<file path="config.mk">
export PLATFORM = sky130hd
export DESIGN_NAME = trivium_keystream_par
export DESIGN_NICKNAME = d
export VERILOG_FILES = /design/src/rtl/trivium_pkg.sv /design/src/rtl/trivium_round.sv /design/src/rtl/trivium_keystream_par.sv
export SDC_FILE = /design/constraint.sdc
export NUM_CORES = 1
export LEC_CHECK = 0
export CAP_MARGIN = 20
export CORE_ASPECT_RATIO = 1.25
export CORE_MARGIN = 2
export CORE_UTILIZATION = 64
export DETAILED_ROUTE_END_ITERATION = 6
export GPL_ROUTABILITY_DRIVEN = 0
export PLACE_DENSITY = 0.89
export SLEW_MARGIN = 20
export SYNTH_ARGS = -nofsm -noshare
export SYNTH_HDL_FRONTEND = slang
export SYNTH_HIERARCHICAL = 1
export SYNTH_SLANG_ARGS = --single-unit
</file>
<file path="constraint.sdc">
create_clock -name clk -period 6.2 [get_ports clk]
set_input_delay 1.24 -clock clk [delete_from_list [all_inputs] [get_ports clk]]
set_output_delay 1.24 -clock clk [all_outputs]
set_load 0.01 [all_outputs]
</file>
<file path="src/rtl/trivium_pkg.sv">
// Shared constants, state type and FSM encoding for the word-parallel Trivium core.
// Tap numbers are 1-indexed as in the cipher description; use sbit() to read them.
package trivium_pkg;

    localparam int STATE_LEN = 288;

    // Register boundaries: A = s1..s93, B = s94..s177, C = s178..s288
    localparam int A_END = 93;
    localparam int B_END = 177;
    localparam int C_END = 288;

    localparam int T_A_OUT0 = 66;
    localparam int T_A_OUT1 = 93;
    localparam int T_A_AND0 = 91;
    localparam int T_A_AND1 = 92;
    localparam int T_A_FB   = 171;
    localparam int T_B_OUT0 = 162;
    localparam int T_B_OUT1 = 177;
    localparam int T_B_AND0 = 175;
    localparam int T_B_AND1 = 176;
    localparam int T_B_FB   = 264;
    localparam int T_C_OUT0 = 243;
    localparam int T_C_OUT1 = 288;
    localparam int T_C_AND0 = 286;
    localparam int T_C_AND1 = 287;
    localparam int T_C_FB   = 69;

    localparam int INIT_ROUNDS_DEFAULT = 1152;

    typedef logic [STATE_LEN-1:0] state_t;

    typedef enum logic [1:0] {
        IDLE,
        INIT,
        RUN
    } fsm_t;

    function automatic logic sbit(input state_t s, input int n);
        return s[n-1];
    endfunction

    function automatic state_t load_state(input logic [79:0] key, input logic [79:0] iv);
        state_t s;
        s = '0;
        s[79:0]    = key;
        s[172:93]  = iv;
        s[287:285] = 3'b111;
        return s;
    endfunction

endpackage

</file>
<file path="src/rtl/trivium_round.sv">
// One combinational Trivium round: 288-bit state in, next state and keystream bit out.
module trivium_round
    import trivium_pkg::*;
(
    input  state_t s_in,
    output state_t s_out,
    output logic   z
);

    logic t1;
    logic t2;
    logic t3;
    logic t1_fb;
    logic t2_fb;
    logic t3_fb;

    assign t1 = sbit(s_in, T_A_OUT0) ^ sbit(s_in, T_A_OUT1);
    assign t2 = sbit(s_in, T_B_OUT0) ^ sbit(s_in, T_B_OUT1);
    assign t3 = sbit(s_in, T_C_OUT0) ^ sbit(s_in, T_C_OUT1);
    assign z  = t1 ^ t2 ^ t3;

    assign t1_fb = t1 ^ (sbit(s_in, T_A_AND0) & sbit(s_in, T_A_AND1)) ^ sbit(s_in, T_A_FB);
    assign t2_fb = t2 ^ (sbit(s_in, T_B_AND0) & sbit(s_in, T_B_AND1)) ^ sbit(s_in, T_B_FB);
    assign t3_fb = t3 ^ (sbit(s_in, T_C_AND0) & sbit(s_in, T_C_AND1)) ^ sbit(s_in, T_C_FB);

    // Each register shifts towards its high end; feedback enters at its first bit.
    assign s_out[0]               = t3_fb;
    assign s_out[A_END-1:1]       = s_in[A_END-2:0];
    assign s_out[A_END]           = t1_fb;
    assign s_out[B_END-1:A_END+1] = s_in[B_END-2:A_END];
    assign s_out[B_END]           = t2_fb;
    assign s_out[C_END-1:B_END+1] = s_in[C_END-2:B_END];

endmodule

</file>
<file path="src/rtl/trivium_keystream_par.sv">
// W-bit-per-clock Trivium keystream generator with internal warm-up and valid/ready output.
// Optional accepted-word counter port ks_count_o when TRIVIUM_WORD_CNT_EN is defined.
module trivium_keystream_par
    import trivium_pkg::*;
#(
    parameter int W           = 8,
    parameter int INIT_ROUNDS = INIT_ROUNDS_DEFAULT
) (
    input  logic         clk,
    input  logic         rst_n,
    input  logic         en,
    input  logic [79:0]  key_i,
    input  logic [79:0]  iv_i,
    input  logic         load_i,
    output logic         busy_o,
    output logic [W-1:0] ks_data_o,
    output logic         ks_valid_o,
    input  logic         ks_ready_i
`ifdef TRIVIUM_WORD_CNT_EN
    ,
    output logic [31:0]  ks_count_o
`endif
);

    localparam int INIT_STEPS = INIT_ROUNDS / W;
    localparam int CNT_W      = (INIT_STEPS > 1) ? $clog2(INIT_STEPS) : 1;

    if (!(W == 1 || W == 2 || W == 4 || W == 8 || W == 16 || W == 32 || W == 64)) begin : g_bad_w
        $error("trivium_keystream_par: W must be one of 1,2,4,8,16,32,64");
    end
    if ((INIT_ROUNDS % W) != 0 || INIT_ROUNDS < W) begin : g_bad_init
        $error("trivium_keystream_par: INIT_ROUNDS must be a positive multiple of W");
    end

    fsm_t             fsm;
    fsm_t             fsm_next;
    state_t           state;
    logic [CNT_W-1:0] step_cnt;
    logic             advance;
    logic             out_step;
    logic             cnt_inc;

    state_t           chain [0:W];
    logic   [W-1:0]   z_word;

    assign chain[0] = state;

    for (genvar i = 0; i < W; i++) begin : g_round
        trivium_round u_round (
            .s_in  (chain[i]),
            .s_out (chain[i+1]),
            .z     (z_word[i])
        );
    end

    always_comb begin
        fsm_next = fsm;
        advance  = 1'b0;
        out_step = 1'b0;
        cnt_inc  = 1'b0;
        if (load_i) begin
            fsm_next = INIT;
        end else begin
            unique case (fsm)
                IDLE: ;
                INIT: begin
                    if (en) begin
                        advance = 1'b1;
                        cnt_inc = 1'b1;
                        if (step_cnt == CNT_W'(INIT_STEPS - 1)) begin
                            fsm_next = RUN;
                        end
                    end
                end
                RUN: begin
                    // Only produce into an empty or draining output register: stalls lose nothing.
                    if (en && (!ks_valid_o || ks_ready_i)) begin
                        advance  = 1'b1;
                        out_step = 1'b1;
                    end
                end
                default: fsm_next = IDLE;
            endcase
        end
    end

    // NOTE: all sequential state uses non-blocking assignments so every register samples pre-edge values.
    always_ff @(posedge clk or negedge rst_n) begin
        if (!rst_n) begin
            fsm <= IDLE;
        end else begin
            fsm <= fsm_next;
        end
    end

    always_ff @(posedge clk or negedge rst_n) begin
        if (!rst_n) begin
            state      <= '0;
            step_cnt   <= '0;
            ks_data_o  <= '0;
            ks_valid_o <= 1'b0;
        end else if (load_i) begin
            state      <= load_state(key_i, iv_i);
            step_cnt   <= '0;
            ks_valid_o <= 1'b0;
        end else if (advance) begin
            state <= chain[W];
            if (cnt_inc) begin
                step_cnt <= step_cnt + CNT_W'(1);
            end
            if (out_step) begin
                ks_data_o  <= z_word;
                ks_valid_o <= 1'b1;
            end
        end
    end

    assign busy_o = (fsm == INIT);

`ifdef TRIVIUM_WORD_CNT_EN
    always_ff @(posedge clk or negedge rst_n) begin
        if (!rst_n) begin
            ks_count_o <= '0;
        end else if (load_i) begin
            ks_count_o <= '0;
        end else if (en && ks_valid_o && ks_ready_i && ks_count_o != 32'hFFFF_FFFF) begin
            ks_count_o <= ks_count_o + 32'd1;
        end
    end
`endif

endmodule

</file>
# After elaboration in Yosys (flattened, before gate mapping)
# Index checks and enable logic that the tools add are counted.
# op_classes
n_shift	0
div_mod_pow	0
eq_ne	6
add_sub_neg	1
n_lt_le_gt_ge	0
n_mux	20
n_reduce_logical	12
n_mul	0
bitwise	113
# ops
op	count
288-bit 2-to-1 mux	2
1-bit XOR	88
1-bit bitwise AND	24
8-bit 2-to-1 mux	3
1-bit 2-to-1 mux	10
8-bit by 1-bit adder with 8-bit output (second input constant)	1
8-bit == test (second input constant)	1
2-bit 2-to-1 mux	3
3-bit AND reduction	2
2-bit nonzero test	3
2-bit case mux with 2 select lines	1
2-bit AND reduction	2
3-bit by 2-bit != test with 1-bit output (second input constant)	1
3-bit != test (second input constant)	1
2-bit by 1-bit == test with 1-bit output (second input constant)	1
2-bit == test (second input constant)	1
2-bit logical NOT	1
2-bit by 1-bit != test with 1-bit output (second input constant)	1
1-bit case mux with 2 select lines	1
2-bit OR reduction	1
1-bit logical AND	1
1-bit logical NOT	1
1-bit logical OR	1
1-bit NOT	1
# word_totals
rom_bits	0
output_inout_bits	10
mem_count	0
register_bits	307
latchBits	0
ramBits	0

# Logic depth before layout (Yosys ltp)
# Gate-level depths: netlist of run 1.
# depth
ltp_word	9
depth_mapped	12

# By module
# Netlist of run 1, hierarchy kept.
# modules_own_cells
module	area_per_inst_um2	cells_each	n_inst
trivium_round	2308.5	298	8
trivium_keystream_par	14112.3	1411	1

# Worst setup path before layout of run 1
# OpenSTA, ideal clock, no wires.
# synth_timing
kind	input to register
from	input load_i
to	register ks_data_o[0]
setup_ps	125
arrival_time_ps	2254
required_time_ps	6075
cell_stages	3
path_slack_ps	3821
cell_sequence	buf_2 > nor4b_4 > mux2_2
# synth_between
elab_chain_len	2
elab_cells_between_ends	4
# synth_rtl
item	line_no	rtl
from (decl)	trivium_keystream_par.sv:14	input logic load_i,
1-bit 2-to-1 mux / 1-bit NOT (equally long branches)	n/a	
3-bit AND reduction (no source line) (*)	n/a	
to (signal assigned)	trivium_keystream_par.sv:112	ks_data_o <= z_word;
to (decl)	trivium_keystream_par.sv:16	output logic [W-1:0] ks_data_o,
# Every way passes the cells marked *; elsewhere a longest branch is shown, timed or not.
# A chain may end at the register's enable or synchronous reset.

# Worst setup path after layout of run 1
# layout_timing
from	register fsm[1]
to	output busy_o
# layout_between
elab_chain_len	1
# layout_rtl
item	line_no	rtl
from (decl)	trivium_keystream_par.sv:35	fsm_t fsm;
from (signal assigned)	trivium_keystream_par.sv:92	fsm <= fsm_next;
2-bit by 1-bit == test with 1-bit output	trivium_keystream_par.sv:118	assign busy_o = (fsm == INIT);
to (decl)	trivium_keystream_par.sv:15	output logic busy_o,
# No other way between the ends.

==> reports/results.tsv, run 1 <==
stage	metric	value	unit
setup_path	crit_path_top_delay_cell	clkdlybuf4s50_1	
place	io_buffers	174	
floorplanning	die_x	206	µm
detailed_routing	viasPerCell	5.96	
setup_path	cp.buffers_inverters	2	
yosys	synth.ff_latch_count	307	
floorplanning	fp.coreArea	50400	µm²
final_layout	utilization	36.4	%
sta	drv_slew	0	
clock_tree	cts_buffer_depth	3	
sta	hold_slack	0.511	ns
yosys	synth.top_cells.by_area	buf_4 (53%), dfrtp_1 (24%), o21ai_0 (4.5%)	
final_layout	stdcell_area	18400	µm²
grt	grt_remaining_overflow	0	
grt	grt_max_degree	289	
clock_tree	postCtsSetupBuffers	0	
final_layout	areaGrowthSynthToFinish	-43.7	%
clock_tree	cts-hold-fix-buffers	0	
final_layout	layout_commonest_cell	dfrtp_1	
yosys	yosysUniqueCellTypes	40	
place	post_dp_cell_area	17200	µm²
floorplanning	num_rows	92	
place	dpl.hpwl	29900	µm
sta	tightest_slew	1.20	ns
floorplanning	start_util	64.6	%
sta	period_needed	3.42	ns
yosys	syn-num-nets	3964	
sta	post-route-period-util	55.2	%
sta	fin_tns_setup	0	ns
final_layout	layout_common_cells	dfrtp_1 (307), o21ai_0 (291), clkdlybuf4s50_1 (172)	
yosys	netlist_area	32600	µm²
grt	antenna_found_initial	8	
setup_path	crit_family	buffers and inverters	
setup_path	crit_arrival	2.18	ns
grt	grtUsageTotal	17.4	%
grt	first_global_vias	13200	
setup_path	start_kind	flip-flop	
outcome	status	complete, but fails checks	
detailed_routing	wl_per_cell	21.4	µm
detailed_routing	postRouteAntennaNets	0	
sta	rsz0062_at_grt	no	
clock_tree	cts.clk_slew.worst_paths	0.07	ns
detailed_routing	dr.pass1.iters	7	
setup_path	crit_fanout	10	
power	vdd_drop_max	0.000235	V
power	pwr_density_cell	270	nW/µm²
clock_tree	cts.sinks	307	
setup_path	critPathKind	reg2out	
clock_tree	htreeDepth	1	
floorplanning	die_h	256	µm
yosys	synth_top_area_share	53.2	%
detailed_routing	drtIter0Drc	1917	
detailed_routing	via_count	13200	
clock_tree	worstSkewPairLatency	0.59	ns
yosys	synth_cells	3795	
place	place_inst	2161	
final_layout	nNetsFinal	1703	
clock_tree	cts_buffers	29	
final_layout	post_route_cells_drive_above_1_share	6.68	%
sta	fmax	0.292	GHz
sta	slew_headroom	19.7	%
setup_path	crit_path_max_incr_delay	0.64	ns
setup_path	worstPathCellList	inv_1 > ha_1 > clkdlybuf4s50_1	
yosys	synth_top_area_cell	buf_4	
final_layout	final_cells	2223	
yosys	yosysSeqAreaShare	23.6	%
sta	setup_violations	0	
clock_tree	cts_root_buffer	clkbuf_16	
worst_hold_path	min_path_type	reg2reg	
clock_tree	cts_resized	0	
power	p_leak	7.27	nW
outcome	violations	DRC	
floorplanning	ios	175	
detailed_routing	drc_errors	5	
grt	grt_first_pass_wirelength	73700	µm
detailed_routing	wl	47500	µm
setup_path	crit_path_end_kind	output pin	
sta	fin_skew	0.0427	ns
floorplanning	dieArea	52700	µm²
flow_run	maxCapViolations	0	
yosys	yosys_warnings	6	
sta	final_hold_viol_count	0	
clock_tree	cts_tree	yes	
yosys	postSynthAreaPerCell	8.58	µm²
setup_path	cp_data_required_time	4.96	ns
==> stage by stage <==
step                worst slack (ns)  total power [W]
floorplan                       3.82          0.00412
global placement                2.52          0.00291
detailed placement              2.39          0.00294
CTS                             2.77          0.00495
global route                    2.71          0.00510
finish                          2.78          0.00496
==> worst reg2reg max path, delay by kind of cell, from the launching register on <==
family	cells	cell delay, ns
compound gates	2	0.53
fa+ha+maj	1	0.49
buf+inv	2	0.69
flops	1	0.40
simple gates	1	0.71
==> synth_stat cells (all sizes together) <==
| cell type | number |
|---|---|
| buf | 2372 |
| o211a | 1 |
| a31o | 1 |
| o211ai | 1 |
| xor2 | 2 |
| ha | 4 |
| o21ai | 292 |
| nor4b | 2 |
| o31ai | 3 |
| a31oi | 160 |
| or3b | 1 |
| and3 | 1 |
| nor3b | 1 |
| nor2b | 1 |
| mux2 | 8 |
| nand4 | 2 |
| a21oi | 130 |
| o311ai | 1 |
| mux2i | 1 |
| xnor2 | 24 |
| xor3 | 24 |
| xnor3 | 8 |
| a21o | 1 |
| inv | 2 |
| nand3 | 137 |
| clkinv | 1 |
| clkbuf | 111 |
| nand2 | 27 |
| nor2 | 4 |
| a2bb2oi | 160 |
| dfrtp | 307 |
| or3 | 2 |
| or4 | 3 |
==> power by group <==
part / internal (W) / total, W / switching, W
Clock: 0.00119 / 0.00204 / 0.000843
Combinational: 0.000344 / 0.000679 / 0.000335
Sequential: 0.00213 / 0.00224 / 0.000113
Total: 0.00366 / 0.00495 / 0.00129
==> final cells by class <==
cell class | instances | area [µm²]
well taps | 658 | 823
clock buffers | 35 | 808
inverters | 3 | 16.3
diodes | 8 | 20.0
clock inverters | 19 | 292
repair buffers | 191 | 1940
flip-flops and latches | 307 | 7680
fillers | 4839 | 32100
multi-input cells | 1002 | 6770
==> routing by layer <==
layer	wire length (µm)	GRT usage, %	vias up
met3	3740	2.61	161
met4	3250	11.2	0
met2	23900	29.3	776
li1	-	-	5728
met1	16600	20.6	6574
met5	0	0	-
==> registers in the layout (all words and copies together), names as in the netlist <==
name        flops
fsm             2
ks_data_o       8
ks_valid_o      1
state         288
step_cnt        8
==> worst paths after layout <==
| check | depth (start not counted) | to | startpoint | slack [ns] |
|---|---|---|---|---|
| worst max-delay path | 3 | busy_o | fsm[1] | 2.78 |
| worst min-delay path | 1 | ks_data_o[1] | ks_data_o[1] | 0.51 |
| worst max register to register | 6 | state[122] | fsm[1] | 3.32 |
| worst min register to register | 1 | ks_data_o[1] | ks_data_o[1] | 0.51 |
| max in group asynchronous | 2 | state[150] | rst_n | 3.87 |
| min in group asynchronous | 1 | state[46] | rst_n | 0.71 |
==> cells by family (layout without fill, tap and decap cells) <==
group	after synthesis	in the layout	synth area share (%)
multiplexers	9	9	0.307
adder cells (fa/ha/maj)	4	4	0.154
buffers and inverters	2486	248	55.7
XOR/XNOR	58	58	3.37
AND/OR/NAND/NOR	181	181	2.83
other	0	8	0
AO/OA/AOI/OAI	750	750	14.1
flip-flops	307	307	23.6
No activity file was read; power rests on OpenSTA's default activity.
==> run 2, diff against run 1 <==
CORE_UTILIZATION = 63   (was 64)
PLACE_DENSITY = 0.88   (was 0.89)
clock period = 3.15 ns   (was 6.2 ns; I/O delays follow)
==> run 2 against run 1 <==
  * The flow now finishes without violations
  * Routed wire length about the same
  * Sequential power is 97% higher
  * Register-to-register slack worse by 2.8 ns
  * Hold slack worse by 0.48 ns
  * Worst setup slack worse by 2.4 ns
  * Cell area increased by 1.8%
  * Clock power rose by 88%
  * Combinational power increased by 100%
  * Critical path type unchanged
  * Critical endpoint unchanged
  * Largest cell class unchanged
==> reports/results.tsv, run 2 (synthesized netlist as in run 1, its figures left out) <==
stage	metric	value	unit
outcome	status	completed	
grt	grtUsageTotal	17.0	%
place	io_buffers	174	
setup_path	crit_fanout	10	
clock_tree	postCtsSetupBuffers	0	
final_layout	largest_reg_flops	288	
final_layout	top_regs	state x288, ks_data_o x8, step_cnt x8	
sta	final_hold_viol_count	0	
sta	post-route-period-util	88.1	%
setup_path	reg2reg_to	state[100]	
grt	antenna_found_initial	0	
sta	drv_slew	0	
sta	fin_tns_setup	0	ns
setup_path	crit_path_max_incr_delay	0.63	ns
clock_tree	cts_buffers	30	
clock_tree	cts.clk_slew.worst_paths	0.07	ns
final_layout	regMostFlops	state	
setup_path	timing.rr.start	fsm[1]	
detailed_routing	wl_per_cell	21.0	µm
setup_path	ff2ff_path_depth	6	
floorplanning	fp.coreArea	51300	µm²
floorplanning	die_x	207	µm
clock_tree	worstSkewPairLatency	0.58	ns
setup_path	cp_data_required_time	2.52	ns
detailed_routing	wl	47500	µm
setup_path	start_kind	flip-flop	
floorplanning	num_rows	93	
sta	slew_headroom	34.3	%
power	p_sw	0.00249	W
final_layout	post_route_cells_drive_above_1_share	8.71	%
floorplanning	start_util	63.5	%
clock_tree	cts_tree	yes	
detailed_routing	viasPerCell	5.91	
power	sw_frac_of_total	25.8	%
detailed_routing	dr.pass1.iters	5	
floorplanning	dieArea	53600	µm²
final_layout	fillers	4796	
clock_tree	htreeDepth	1	
floorplanning	ios	175	
flow_run	maxCapViolations	0	
sta	rsz0062_at_grt	no	
power	vdd_drop_max	0.000643	V
sta	fmax	0.360	GHz
place	dpl.hpwl	31300	µm
power	combPwrFrac	14.3	%
grt	first_global_vias	13100	
final_layout	final_cells	2261	
sta	period_needed	2.77	ns
sta	tightest_slew	0.981	ns
power	p_leak	7.48	nW
clock_tree	cts.sinks	307	
sta	setup_violations	0	
place	place_inst	2205	
grt	grt_remaining_overflow	0	
clock_tree	cts_resized	0	
setup_path	crit_start	fsm[1]	
setup_path	worstSetupEndpoint	busy_o	
clock_tree	cts-hold-fix-buffers	0	
detailed_routing	drc_errors	0	
final_layout	nNetsFinal	1741	
grt	grt_max_degree	157	
detailed_routing	via_count	13400	
final_layout	layout_common_cells	dfrtp_1 (307), o21ai_0 (291), clkdlybuf4s50_1 (172)	
final_layout	layout_commonest_cell	dfrtp_1	
power	clockPowerShare	39.9	%
grt	grt_first_pass_wirelength	73800	µm
setup_path	worstPathCellList	inv_1 > ha_1 > clkdlybuf4s50_1	
clock_tree	cts_buffer_depth	3	
worst_hold_path	min_path_type	in2async	
final_layout	areaGrowthSynthToFinish	-42.6	%
power	pwr_density_cell	515	nW/µm²
setup_path	r2r_slack	0.56	ns
power	internal_power	0.00714	W
setup_path	crit_path_end_kind	output pin	
setup_path	crit_path_top_delay_cell	clkdlybuf4s50_1	
sta	fin_skew	0.0265	ns
detailed_routing	postRouteAntennaNets	0	
setup_path	crit_arrival	2.14	ns
setup_path	critPathKind	reg2out	
floorplanning	die_h	258	µm
final_layout	diodes	0	
detailed_routing	drtIter0Drc	1782	
power	p_seq_share	45.8	%
clock_tree	cts_root_buffer	clkbuf_16	
run 2: cell count changes in the layout (fill, tap and decap cells not counted), moves of 2 or more:
cell        before  now
buf_4           12   39
buf_12           5   15
diode_2          8    0
clkinv_2         3   10
clkbuf_1         0    4
clkinv_4         4    1
clkinvlp_4       4    1
bufinv_16        6    4
clkbuf_16       29   31
run 2: layout make-up:
class / count / area (µm²) / share of cell area, %
well taps: 665 / 832 / 4.45
clock inverters: 16 / 186 / 0.997
repair buffers: 228 / 2340 / 12.5
inverters: 3 / 13.8 / 0.0736
flip-flops and latches: 307 / 7680 / 41.1
clock buffers: 40 / 860 / 4.60
multi-input cells: 1002 / 6770 / 36.2
run 2: worst min-delay path by stage:
stage          depth (start not counted)          from           end
2_1_floorplan                          0         rst_n        fsm[0]
3_3_place_gp                           1  ks_data_o[2]  ks_data_o[2]
3_5_place_dp                           1  ks_data_o[6]  ks_data_o[6]
4_1_cts                                1         rst_n     state[39]
5_1_grt                                1         rst_n    state[123]
6_report                               1         rst_n     state[40]
run 2: worst max-delay path: cells and delay by family (launching register included):
family / cells / cell delay [ns]
flip-flops: 1 / 0.40
adder cells (fa/ha/maj): 1 / 0.46
buffers and inverters: 2 / 0.72
run 2: per-layer routing:
layer | global-route usage, % | share of wire, % | vias to the layer above
met4 | 12.1 | 7.4 | 0
li1 | - | - | 5804
met1 | 20.4 | 36 | 6639
met5 | 0 | 0 | -
met3 | 2.59 | 7.3 | 146
met2 | 28.1 | 49 | 767
run 2: power by group through the flow:
| stage | clock (W) | combinational [W] | sequential, W |
|---|---|---|---|
| detailed placement | 0 | 0.00135 | 0.00447 |
| global route | 0.00403 | 0.00147 | 0.00443 |
| floorplan | 0 | 0.00376 | 0.00435 |
| global placement | 0 | 0.00132 | 0.00446 |
| finish | 0.00384 | 0.00138 | 0.00441 |
| CTS | 0.00386 | 0.00137 | 0.00440 |
run 2: through the flow:
step,total power (W),utilization [%],setup slack [ns],cell area (µm²),hold WS [ns]
floorplan,0.00811,-,1.00,32600,0.334
global placement,0.00578,34.4,0.513,17600,0.496
detailed placement,0.00583,34.4,0.488,17600,0.510
CTS,0.00964,36.4,0.363,18700,0.0408
global route,0.00993,36.4,0.269,18700,0.0691
finish,0.00963,36.4,0.376,18700,0.0283
==> run 3, diff against run 2 <==
CELL_PAD_IN_SITES_DETAIL_PLACEMENT = 0   (was default)
CELL_PAD_IN_SITES_GLOBAL_PLACEMENT = 2   (was default)
CORE_UTILIZATION = 39   (was 63)
==> run 3 against run 2 <==
  * Largest power group unchanged
  * Combinational power hardly changed
  * Power is 0.62% higher
  * Hold slack better by 0.019 ns
  * Sequential power about the same
==> reports/results.tsv, run 3 (synthesized netlist as in run 1, its figures left out) <==
stage	metric	value	unit
floorplanning	dieArea	85900	µm²
clock_tree	cts.clk_slew.worst_paths	0.06	ns
power	pwr_density_cell	504	nW/µm²
detailed_routing	wl	51500	µm
setup_path	crit_family	buffers and inverters	
setup_path	cp_data_required_time	2.52	ns
power	vdd_drop_max	0.000272	V
clock_tree	cts-hold-fix-buffers	0	
final_layout	layout_commonest_cell	dfrtp_1	
sta	slew_headroom	52.5	%
grt	use_met2	20.3	%
detailed_routing	postRouteAntennaNets	0	
detailed_routing	dr.pass1.iters	5	
floorplanning	die_h	327	µm
final_layout	regMostFlops	state	
final_layout	top_regs	state x288, ks_data_o x8, step_cnt x8	
clock_tree	htreeDepth	2	
final_layout	fillers	8778	
detailed_routing	wl_per_cell	19.3	µm
setup_path	cp.buffers_inverters	2	
sta	fmax	0.350	GHz
setup_path	crit_fanout	7	
floorplanning	start_util	39.3	%
final_layout	diodes	0	
setup_path	crit_arrival	2.23	ns
sta	post-route-period-util	90.8	%
sta	rsz0062_at_grt	no	
clock_tree	cts_buffers	34	
grt	antenna_found_initial	3	
setup_path	timing.rr.start	fsm[1]	
floorplanning	fp.coreArea	82800	µm²
floorplanning	die_x	263	µm
setup_path	crit_path_end_kind	output pin	
final_layout	largest_reg_flops	288	
flow_run	maxCapViolations	0	
detailed_routing	drtIter0Drc	1457	
place	dpl.hpwl	35500	µm
detailed_routing	drc_errors	0	
clock_tree	cts.sinks	307	
place	place_inst	2613	
clock_tree	cts_tree	yes	
final_layout	areaGrowthSynthToFinish	-41.0	%
setup_path	crit_path_max_incr_delay	0.66	ns
final_layout	layout_common_cells	dfrtp_1 (307), o21ai_0 (291), clkdlybuf4s50_1 (172)	
sta	tightest_slew	0.707	ns
clock_tree	postCtsSetupBuffers	0	
grt	grtUsageMet3	2.07	%
setup_path	worstPathCellList	inv_1 > ha_1 > clkdlybuf4s50_1	
grt	first_global_vias	12900	
outcome	status	completed	
sta	period_needed	2.86	ns
clock_tree	cts_root_buffer	clkbuf_16	
sta	fin_tns_setup	0	ns
final_layout	final_cells	2668	
setup_path	critPathKind	reg2out	
setup_path	crit_path_top_delay_cell	clkdlybuf4s50_1	
sta	setup_violations	0	
grt	use_met1	14.1	%
power	p_leak	7.48	nW
grt	grt_remaining_overflow	0	
detailed_routing	via_count	12900	
setup_path	start_kind	flip-flop	
grt	top_usage_layer	met2	
clock_tree	cts_resized	0	
clock_tree	worstSkewPairLatency	0.52	ns
grt	grtUsageTotal	11.6	%
grt	grt_max_degree	115	
place	io_buffers	174	
sta	fin_skew	0.0158	ns
final_layout	nNetsFinal	1738	
floorplanning	num_rows	118	
detailed_routing	viasPerCell	4.82	
clock_tree	cts_buffer_depth	3	
grt	grt_first_pass_wirelength	79000	µm
sta	drv_slew	0	
floorplanning	ios	175	
sta	final_hold_viol_count	0	
worst_hold_path	min_path_type	in2async	
final_layout	post_route_cells_drive_above_1_share	8.25	%
setup_path	crit_start	fsm[1]	
run 3: cell types whose count changed in the layout (fill, tap and decap cells not counted), moves of 3 or more:
cell	change
buf_4	-11
buf_12	+4
clkinv_2	-4
clkbuf_16	+4
bufinv_16	-3
run 3: final cells by class:
class | instances | area [µm²] | share of cell area [%]
clock inverter | 9 | 77.6 | 0.403
multi-input combinational | 1002 | 6770 | 35.2
sequential | 307 | 7680 | 40.0
timing repair buffer | 221 | 2340 | 12.2
inverter | 3 | 13.8 | 0.0716
clock buffer | 46 | 987 | 5.13
tap | 1080 | 1350 | 7.03
run 3: per-stage QoR:
step	worst slack, ns	hold slack [ns]	power [W]	area, µm²	util, %
3_5_place_dp	0.512	0.498	0.00587	18200	21.9
4_1_cts	0.299	0.0516	0.00978	19200	23.2
3_3_place_gp	0.562	0.494	0.00583	18200	21.9
2_1_floorplan	1.00	0.334	0.00811	32600	-
6_report	0.289	0.0475	0.00969	19200	23.2
5_1_grt	0.265	0.0769	0.0101	19200	23.2
run 3: power by group:
| group | total [W] | leakage (nW) | internal [W] | switching (W) |
|---|---|---|---|---|
| sequential | 0.00442 | 3.84 | 0.00419 | 0.000228 |
| clock | 0.00391 | 0.533 | 0.00227 | 0.00164 |
| combinational | 0.00136 | 3.10 | 0.000702 | 0.000659 |
| total | 0.00969 | 7.48 | 0.00716 | 0.00252 |
run 3: worst paths after layout:
| path | slack [ns] | cells past startpoint | to |
|---|---|---|---|
| hold reg to reg | 0.51 | 1 | ks_data_o[4] |
| max in group asynchronous | 2.26 | 2 | state[103] |
| setup / recovery | 0.29 | 3 | busy_o |
| hold / removal | 0.05 | 1 | state[41] |
| setup reg to reg | 0.65 | 7 | state[202] |
| min in group clk | 0.51 | 1 | ks_data_o[4] |
run 3: layer usage:
| metal | part of all wire, % | routed length, µm |
|---|---|---|
| met5 | 0.078 | 40 |
| met4 | 3.7 | 1900 |
| met3 | 5.8 | 2970 |
| met2 | 51 | 26200 |
| met1 | 39 | 20300 |
